`src/rtl/exc_sequencer.sv`:
```
// exc_sequencer: picks the oldest pipeline exception (or an ERET), flushes and
// stalls the pipeline, performs the CP0 writes one at a time, then redirects fetch.
// Ports: exc_valid/exc_code/exc_pc/exc_badaddr/eret requests in; sr_in/epc_in CP0 state in;
//        cop_we/cop_wreg/cop_wdata CP0 write port out; flush/stall/pc_redirect/pc_target out.
module exc_sequencer #(
  parameter logic [31:0] KERNEL_VEC   = 32'h80000180,
  parameter int unsigned FLUSH_CYCLES = 2
) (
  input  logic         clk,
  input  logic         reset,
  input  logic [3:0]   exc_valid,
  input  logic [19:0]  exc_code,
  input  logic [127:0] exc_pc,
  input  logic [31:0]  exc_badaddr,
  input  logic         eret,
  input  logic [31:0]  sr_in,
  input  logic [31:0]  epc_in,
  output logic         cop_we,
  output logic [4:0]   cop_wreg,
  output logic [31:0]  cop_wdata,
  output logic [3:0]   flush,
  output logic         stall,
  output logic         pc_redirect,
  output logic [31:0]  pc_target
);

  typedef enum logic [3:0] {
    S_IDLE, S_FLUSH, S_W_EPC, S_W_CAUSE, S_W_BADAR, S_W_SR, S_REDIRECT, S_ERET_SR, S_ERET_RD
  } state_t;

  localparam logic [4:0] REG_BADAR  = 5'd8;
  localparam logic [4:0] REG_SR     = 5'd12;
  localparam logic [4:0] REG_CAUSE  = 5'd13;
  localparam logic [4:0] REG_EPC    = 5'd14;
  localparam logic [3:0] FLUSH_INIT = 4'(FLUSH_CYCLES);

  state_t      state;
  logic [3:0]  cnt;
  logic [4:0]  code_q;
  logic [31:0] pc_q;
  logic [31:0] badaddr_q;
  logic [1:0]  sel_q;
  logic        skip_q;

  // Highest set index wins: MEM holds the oldest instruction.
  logic [1:0]  sel;
  logic [4:0]  sel_code;
  logic [31:0] sel_pc;
  always_comb begin
    sel = 2'd0;
    for (int i = 0; i < 4; i++) begin
      if (exc_valid[i]) sel = 2'(i);
    end
    sel_code = exc_code[5*sel +: 5];
    sel_pc   = exc_pc[32*sel +: 32];
  end

  // Entry sets EXL and drops to kernel mode; ERET does the reverse.
  logic [31:0] sr_entry, sr_eret, cause_data;
  logic        addr_err;
  assign sr_entry   = (sr_in | 32'h0000_0002) & ~32'h0000_0010;
  assign sr_eret    = (sr_in & ~32'h0000_0002) | 32'h0000_0010;
  assign cause_data = {25'b0, code_q, 2'b00};
  assign addr_err   = (code_q == 5'd4) || (code_q == 5'd5);

  // Younger-or-equal stages are squashed: everything at or before the faulting stage.
  function automatic logic [3:0] flush_mask(input logic [1:0] s);
    case (s)
      2'd0:    flush_mask = 4'b0001;
      2'd1:    flush_mask = 4'b0011;
      2'd2:    flush_mask = 4'b0111;
      default: flush_mask = 4'b1111;
    endcase
  endfunction

  // Outputs are registered: each transition loads the outputs of the state being entered.
  always_ff @(posedge clk) begin
    if (reset) begin
      state       <= S_IDLE;
      cnt         <= 4'd0;
      code_q      <= 5'd0;
      pc_q        <= 32'd0;
      badaddr_q   <= 32'd0;
      sel_q       <= 2'd0;
      skip_q      <= 1'b0;
      cop_we      <= 1'b0;
      cop_wreg    <= 5'd0;
      cop_wdata   <= 32'd0;
      flush       <= 4'd0;
      stall       <= 1'b0;
      pc_redirect <= 1'b0;
      pc_target   <= 32'd0;
    end else begin
      cop_we      <= 1'b0;
      pc_redirect <= 1'b0;
      flush       <= 4'd0;
      stall       <= 1'b1;
      case (state)
        S_IDLE: begin
          if (|exc_valid) begin
            code_q    <= sel_code;
            pc_q      <= sel_pc;
            badaddr_q <= exc_badaddr;
            sel_q     <= sel;
            skip_q    <= sr_in[1];
            cnt       <= FLUSH_INIT;
            flush     <= flush_mask(sel);
            state     <= S_FLUSH;
          end else if (eret) begin
            cop_we    <= 1'b1;
            cop_wreg  <= REG_SR;
            cop_wdata <= sr_eret;
            state     <= S_ERET_SR;
          end else begin
            stall     <= 1'b0;
          end
        end
        S_FLUSH: begin
          if (cnt <= 4'd1) begin
            cop_we <= 1'b1;
            if (skip_q) begin
              // Nested exception: EPC keeps the original return address.
              cop_wreg  <= REG_CAUSE;
              cop_wdata <= cause_data;
              state     <= S_W_CAUSE;
            end else begin
              cop_wreg  <= REG_EPC;
              cop_wdata <= pc_q;
              state     <= S_W_EPC;
            end
          end else begin
            cnt   <= cnt - 4'd1;
            flush <= flush_mask(sel_q);
          end
        end
        S_W_EPC: begin
          cop_we    <= 1'b1;
          cop_wreg  <= REG_CAUSE;
          cop_wdata <= cause_data;
          state     <= S_W_CAUSE;
        end
        S_W_CAUSE: begin
          cop_we <= 1'b1;
          if (addr_err) begin
            cop_wreg  <= REG_BADAR;
            cop_wdata <= badaddr_q;
            state     <= S_W_BADAR;
          end else begin
            cop_wreg  <= REG_SR;
            cop_wdata <= sr_entry;
            state     <= S_W_SR;
          end
        end
        S_W_BADAR: begin
          cop_we    <= 1'b1;
          cop_wreg  <= REG_SR;
          cop_wdata <= sr_entry;
          state     <= S_W_SR;
        end
        S_W_SR: begin
          pc_redirect <= 1'b1;
          pc_target   <= KERNEL_VEC;
          flush       <= 4'b1111;
          state       <= S_REDIRECT;
        end
        S_ERET_SR: begin
          pc_redirect <= 1'b1;
          pc_target   <= epc_in;
          flush       <= 4'b1111;
          state       <= S_ERET_RD;
        end
        default: begin
          // S_REDIRECT, S_ERET_RD and any unused encoding return to idle.
          stall <= 1'b0;
          state <= S_IDLE;
        end
      endcase
    end
  end

endmodule

```
`config.mk`:
```
export PLATFORM = sky130hd
export DESIGN_NAME = exc_sequencer
export DESIGN_NICKNAME = d
export VERILOG_FILES = /design/src/rtl/exc_sequencer.sv
export SDC_FILE = /design/constraint.sdc
export NUM_CORES = 1
export LEC_CHECK = 0
export CAP_MARGIN = 25
export CORE_AREA = 2 2 135 137
export CTS_CLUSTER_DIAMETER = 40
export DETAILED_ROUTE_END_ITERATION = 10
export DIE_AREA = 0 0 137 139
export HOLD_SLACK_MARGIN = 0.08
export PLACE_DENSITY = 0.84
export SLEW_MARGIN = 0
export SYNTH_ARGS = -nofsm -noshare
export SYNTH_HDL_FRONTEND = slang
export SYNTH_SLANG_ARGS = --single-unit
```
`constraint.sdc`:
```
create_clock -name clk -period 2.3 [get_ports clk]
set_input_delay 0.46 -clock clk [delete_from_list [all_inputs] [get_ports clk]]
set_output_delay 0.46 -clock clk [all_outputs]
set_load 0.05 [all_outputs]
```
==> metrics.txt, run 1 <==
antenna violations before repair=3; PnR worst setup slack=146.7 ps; DR WL/cell=between 15 and 20 um; Die Span X=137 um; Leak=4.372 nW; clk_lat worst skew=about 420 ps; Ys Warns=0; area grow syn2layout=57.94%; Setup WS pre-CTS=-183.7 ps; Seq/Total Area, Yosys=0.4303; CTS sink cnt=155; minimum clock period=2153 ps; vias in the first global route=about 7500; VDD IR-drop max=0.0007871 V; CTS buffer count=17; RePlAce Congestion=0.8736; Mapped Avg Cell Area=between 8 and 9 um^2; crit path max fanout=8; slew of the pin with the lowest slew margin=656.1 ps; run status=finished, final reports clean; Fillers=1475; FFs w/ async S/R, synth=0; Core ar.=approximately 18000 um^2; fin crit share=0.9362; setup TNS=0 ps; PostCTS Resize Cnt=0; Setup violations, final=0; Port Buffer Count=around 320; Die ar.=between 15000 and 20000 um^2; I/O Pins=327; Slew HR=0.5626; Synth Register Bits=155; syn_nets=1102; final hold vios=0; total track usage=0.2611; Max Cap Viol=0; First DRT Iteration DRCs=500; layout cells sized above 1=0.07372; Post-Syn Instances=849; Synth top area share=0.4303; Worst EP required=about 2600 ps; grt ovf=0; Hold Buf Count CTS=0; power per cell area=1209 nW/um^2; Synth cell types=52; R2R Setup Slk=150 ps; row count=around 50; via count=7726; fmax=464.4 MHz; DR DRC count=0; Vias/cell=5.578; Synth Flop Type=dfxtp_1; initial core utilization=0.4084; Fin Clk Skew=10.38 ps; RSZ-0062 raised after global routing=false; drt total wl=25220 um; Startpoint Class=flop; Root Driver=clkbuf_16; synth top area cells=dfxtp_1 (43%), mux2i_1 (10%), a211oi_1 (6.7%); mapped cell area=between 7000 and 8000 um^2; DPL Wire Length=18810 um; Hold/Removal Path Class=input pin to flop; post-route ant nets=0; nets=1393; Crit Path Class=flop to flop; clk buf depth=2; Clk pin slew, worst setup/hold paths=roughly 70 ps; Die Ht=between 100 and 150 um; Setup Fix Bufs, Post-CTS=0; CP endpoint kind=flop; H-tree Lvls=4; Worst EP arrival=around 2500 ps; CTS tree=built; Final Max Slew Viols=0; drt pass-1 iters=5; largest net degree at the start of global routing=112; largest area contributor in the synthesized netlist=dfxtp_1; first-pass GRT wire length=38970 um; Post-synth EDFFs=0
## cell type report
class                           instances  area [um^2]  share of cell area
Clock inverter                         11        142.6             0.01252
Inverter                               11        41.29            0.003626
Timing Repair Buffer                  362         3611              0.3171
Multi-Input combinational cell        593         3725              0.3271
Clock buffer                           21        470.5             0.04131
Tap cell                              229        286.5             0.02516
Antenna cell                            3        7.507           0.0006592
Sequential cell                       155         3104              0.2726
## placed cells by master, fill, tap and decap left out, types with 3 or more instances in the layout
cell,instances
a31oi_1,33
diode_2,3
o31a_1,3
a21oi_1,44
nor2_1,84
nand2b_1,4
inv_1,10
clkinv_2,4
clkbuf_8,3
buf_4,31
a311oi_1,6
buf_12,8
o22ai_1,4
a211oi_1,64
mux2i_1,74
clkbuf_16,17
bufinv_16,3
a222oi_1,28
dfxtp_1,154
nand4_1,3
a22oi_1,29
buf_2,3
o31ai_1,3
nand3_1,4
nand2_1,118
clkdlybuf4s50_1,320
nor3_1,6
o21ai_0,42
## cells in the mapped netlist (3+ instances only)
cell	number
a311oi_1	6
o21ai_0	42
nor2b_1	3
a31oi_1	33
nand3_1	4
o22ai_1	4
clkbuf_1	59
buf_1	10
inv_1	10
a211oi_1	64
nand2_1	118
a222oi_1	28
buf_2	18
o31ai_1	4
nand2b_1	4
a21oi_1	44
mux2i_1	74
nor2_1	86
o31a_1	3
nor3_1	7
a22oi_1	29
dfxtp_1	155
and2_1	4
nand4_1	3
## layer usage
metal	part of all wire	wire, um	vias to the layer above	GRT usage
met5	0	0	-	0
met4	0.026	667	0	0.1085
met3	0.086	2157	44	0.06689
met2	0.51	12820	366	0.4556
met1	0.38	9575	3599	0.2993
li1	-	-	3717	-
## power by group
part,switching (W),total (W),internal [W]
Sequential,0.000616,0.00419,0.00357
Clock,0.00110,0.00289,0.00179
Combinational,0.00404,0.00670,0.00266
## registers in the layout, indices dropped and copies added (netlist names), 4 cells and up
signal	cells
cop_wreg	4
flush	4
code_q	5
cnt	4
badaddr_q	32
cop_wdata	32
state	4
pc_q	32
pc_target	32
## per-stage QoR
step	power (W)	hold slack, ps	cell area, um^2	util	std cells
final	0.01377	421.3	11390	0.6450	1385
after global routing	0.01455	426.6	11390	0.6450	1385
after CTS	0.01379	406.6	11380	0.6444	1382
after detailed placement	0.01089	446.1	10770	0.6097	1350
after global placement	0.01070	442.0	10770	0.6097	1350
after floorplan	0.008316	436.0	7211	-	849
## worst paths after layout
kind,to,start,cells past startpoint
setup / recovery,cop_wdata[10]$_SDFFE_PP0P_,code_q[4]$_SDFFE_PP0P_,5
hold / removal,cop_we$_SDFF_PP0_,reset,2
setup reg to reg,cop_wdata[10]$_SDFFE_PP0P_,code_q[4]$_SDFFE_PP0P_,5
hold reg to reg,badaddr_q[15]$_SDFFE_PP0P_,badaddr_q[15]$_SDFFE_PP0P_,2
## cell families after synthesis
family	Yosys count	synth area share
AND/OR/NAND/NOR	241	0.1412
other	1	0.0005201
AO/OA/AOI/OAI	274	0.2627
buffers and inverters	101	0.05778
XOR/XNOR	1	0.001215
adder cells (fa/ha/maj)	2	0.003470
multiplexers	74	0.1027
flip-flops	155	0.4303
## worst max-delay path: stages (launching register included)
cell	delay, ps
dfxtp_1	350
or4b_1	610
nor2_2	440
buf_4	230
a222oi_1	100
a211oi_1	320
Power figures use the tool's default switching activity.
==> inputs of run 2 (changes only) <==
==> config.mk (replaced) <==
export PLATFORM = sky130hd
export DESIGN_NAME = exc_sequencer
export DESIGN_NICKNAME = d
export VERILOG_FILES = /design/src/rtl/exc_sequencer.sv
export SDC_FILE = /design/constraint.sdc
export NUM_CORES = 1
export LEC_CHECK = 0
export CAP_MARGIN = 25
export CORE_AREA = 2 2 130 132
export CTS_CLUSTER_DIAMETER = 40
export DETAILED_ROUTE_END_ITERATION = 10
export DIE_AREA = 0 0 132 134
export HOLD_SLACK_MARGIN = 0.05
export PLACE_DENSITY = 0.9
export SLEW_MARGIN = 20
export SYNTH_ARGS = -nofsm -noshare
export SYNTH_HDL_FRONTEND = slang
export SYNTH_SLANG_ARGS = --single-unit
==> constraint.sdc (replaced) <==
create_clock -name clk -period 2.5 [get_ports clk]
set_input_delay 0.5 -clock clk [delete_from_list [all_inputs] [get_ports clk]]
set_output_delay 0.5 -clock clk [all_outputs]
set_load 0.05 [all_outputs]
==> run 2 against run 1 <==
  * Sequential power decreased by 7.6%
  * Clock skew down 5.6 ps
  * Combinational power fell by 9.4%
  * Power is 7.3% lower
==> metrics.txt, run 2 (synthesis results as in run 1) <==
antenna violations before repair=2; Leak=about 4.3 nW; commonest non-fill, non-tap cell in the layout=clkdlybuf4s50_1; Core Util, Final=0.6961; largest net degree at the start of global routing=112; Worst EP arrival=2610 ps; post-route insts no fill=1372; first-pass GRT wire length=~41000 um; Setup violations, final=0; Root Driver=clkbuf_16; Die ar.=17690 um^2; Vias/cell=5.832; placed insts=1338; final hold vios=0; CTS buffer count=17; vias in the first global route=7723; Final Max Slew Viols=0; power per cell area=1126 nW/um^2; R2R Setup Slk=between 200 and 250 ps; Hold/Removal Path Class=flop to flop; Slew HR=0.4188; worst r2r dst=cop_wdata[23]$_SDFFE_PP0P_; run status=finished, final reports clean; Die Ht=~130 um; total track usage=0.2925; Hold Path End=badaddr_q[5]$_SDFFE_PP0P_; grt ovf=0; crit path max fanout=19; initial core utilization=0.4427; post-route total power=0.01277 W; CP endpoint kind=flop; Clk pin slew, worst setup/hold paths=60 ps; First DRT Iteration DRCs=856; RSZ-0062 raised after global routing=false; clk_lat worst skew=between 400 and 500 ps; final instance area=approximately 11000 um^2; post-route ant nets=0; I/O Pins=roughly 330; setup TNS=0 ps; hold path start=badaddr_q[5]$_SDFFE_PP0P_; CTS sink cnt=~160; drt pass-1 iters=10; Core ar.=16290 um^2; clk buf depth=2; drt total wl=roughly 27000 um; VDD IR-drop max=0.0009227 V; slew of the pin with the lowest slew margin=871.8 ps; Fin Clk Skew=4.742 ps; DR DRC count=0; Setup Fix Bufs, Post-CTS=0; fmax=437.5 MHz; placed instance area=around 11000 um^2; launch point of the worst reg-to-reg path=cnt[0]$_SDFFE_PP0P_; DR WL/cell=19.48 um; hold path cells=2; Max Cap Viol=0; RePlAce Congestion=0.9289; area grow syn2layout=57.24%; H-tree Lvls=4; nets=1390; Startpoint Class=flop; via count=~8000; fin crit share=0.9142; Crit Path Class=flop to flop; DPL Wire Length=between 15000 and 20000 um; Register-to-Register Path Depth=7; most frequent cells in the layout=clkdlybuf4s50_1 (320), dfxtp_1 (155), nand2_1 (118), nor2_1 (84), mux2i_1 (74); Hold Buf Count CTS=0; layout cells sized above 1=0.06870; CTS tree=built; Port Buffer Count=roughly 320; Die Span X=132 um; Worst EP required=2830 ps; PostCTS Resize Cnt=0; minimum clock period=2286 ps; row count=47
## run 2: critical path: stages, from the launching register on
cell,delay (ps)
dfxtp_1,340
inv_1,90
ha_1,190
nor2_1,120
o31ai_4,720
buf_4,320
a31oi_1,120
a211oi_1,280
## run 2: report_power, final
group | total, W | switching, W | leakage, nW | internal (W)
Clock | 0.00283 | 0.00101 | 0.309 | 0.00182
Sequential | 0.00387 | 0.000587 | 1.28 | 0.00328
Combinational | 0.00607 | 0.00375 | 2.76 | 0.00233
Total | 0.0128 | 0.00534 | 4.35 | 0.00743
## run 2: cell type report
| type | count | area, um^2 |
|---|---|---|
| Clock buffer | 21 | 460.4 |
| Clock inverter | 11 | 191.4 |
| Timing Repair Buffer | 359 | 3538 |
| Tap cell | 220 | 275.3 |
| Antenna cell | 2 | 5.005 |
| Sequential cell | 155 | 3103 |
| Multi-Input combinational cell | 593 | 3724 |
| Inverter | 11 | 41.29 |
| Fill cell | 1200 | 4951 |
## run 2: worst max path at each step
stage	from	to	depth (start not counted)
floorplan	exc_valid[1]	cop_wdata[10]$_SDFFE_PP0P_	6
global placement	exc_valid[0]	cop_wdata[6]$_SDFFE_PP0P_	6
detailed placement	exc_valid[0]	cop_wdata[5]$_SDFFE_PP0P_	6
CTS	cnt[0]$_SDFFE_PP0P_	cop_wdata[23]$_SDFFE_PP0P_	7
global route	cnt[0]$_SDFFE_PP0P_	cop_wdata[25]$_SDFFE_PP0P_	7
finish	cnt[0]$_SDFFE_PP0P_	cop_wdata[23]$_SDFFE_PP0P_	7
## run 2: metrics by stage
| stage | hold slack (ps) | worst slack, ps |
|---|---|---|
| 2_1_floorplan | 436.0 | 416.6 |
| 4_1_cts | 457.3 | 278.6 |
| 5_1_grt | 469.8 | 107.1 |
| 6_report | 459.4 | 214.5 |
| 3_5_place_dp | 446.4 | 31.11 |
| 3_3_place_gp | 442.6 | 59.94 |
## run 2: per-layer routing
metal	part of all wire	global-route usage
met5	0	0
met4	0.052	0.1516
met3	0.084	0.06992
met2	0.49	0.4939
met1	0.38	0.3473
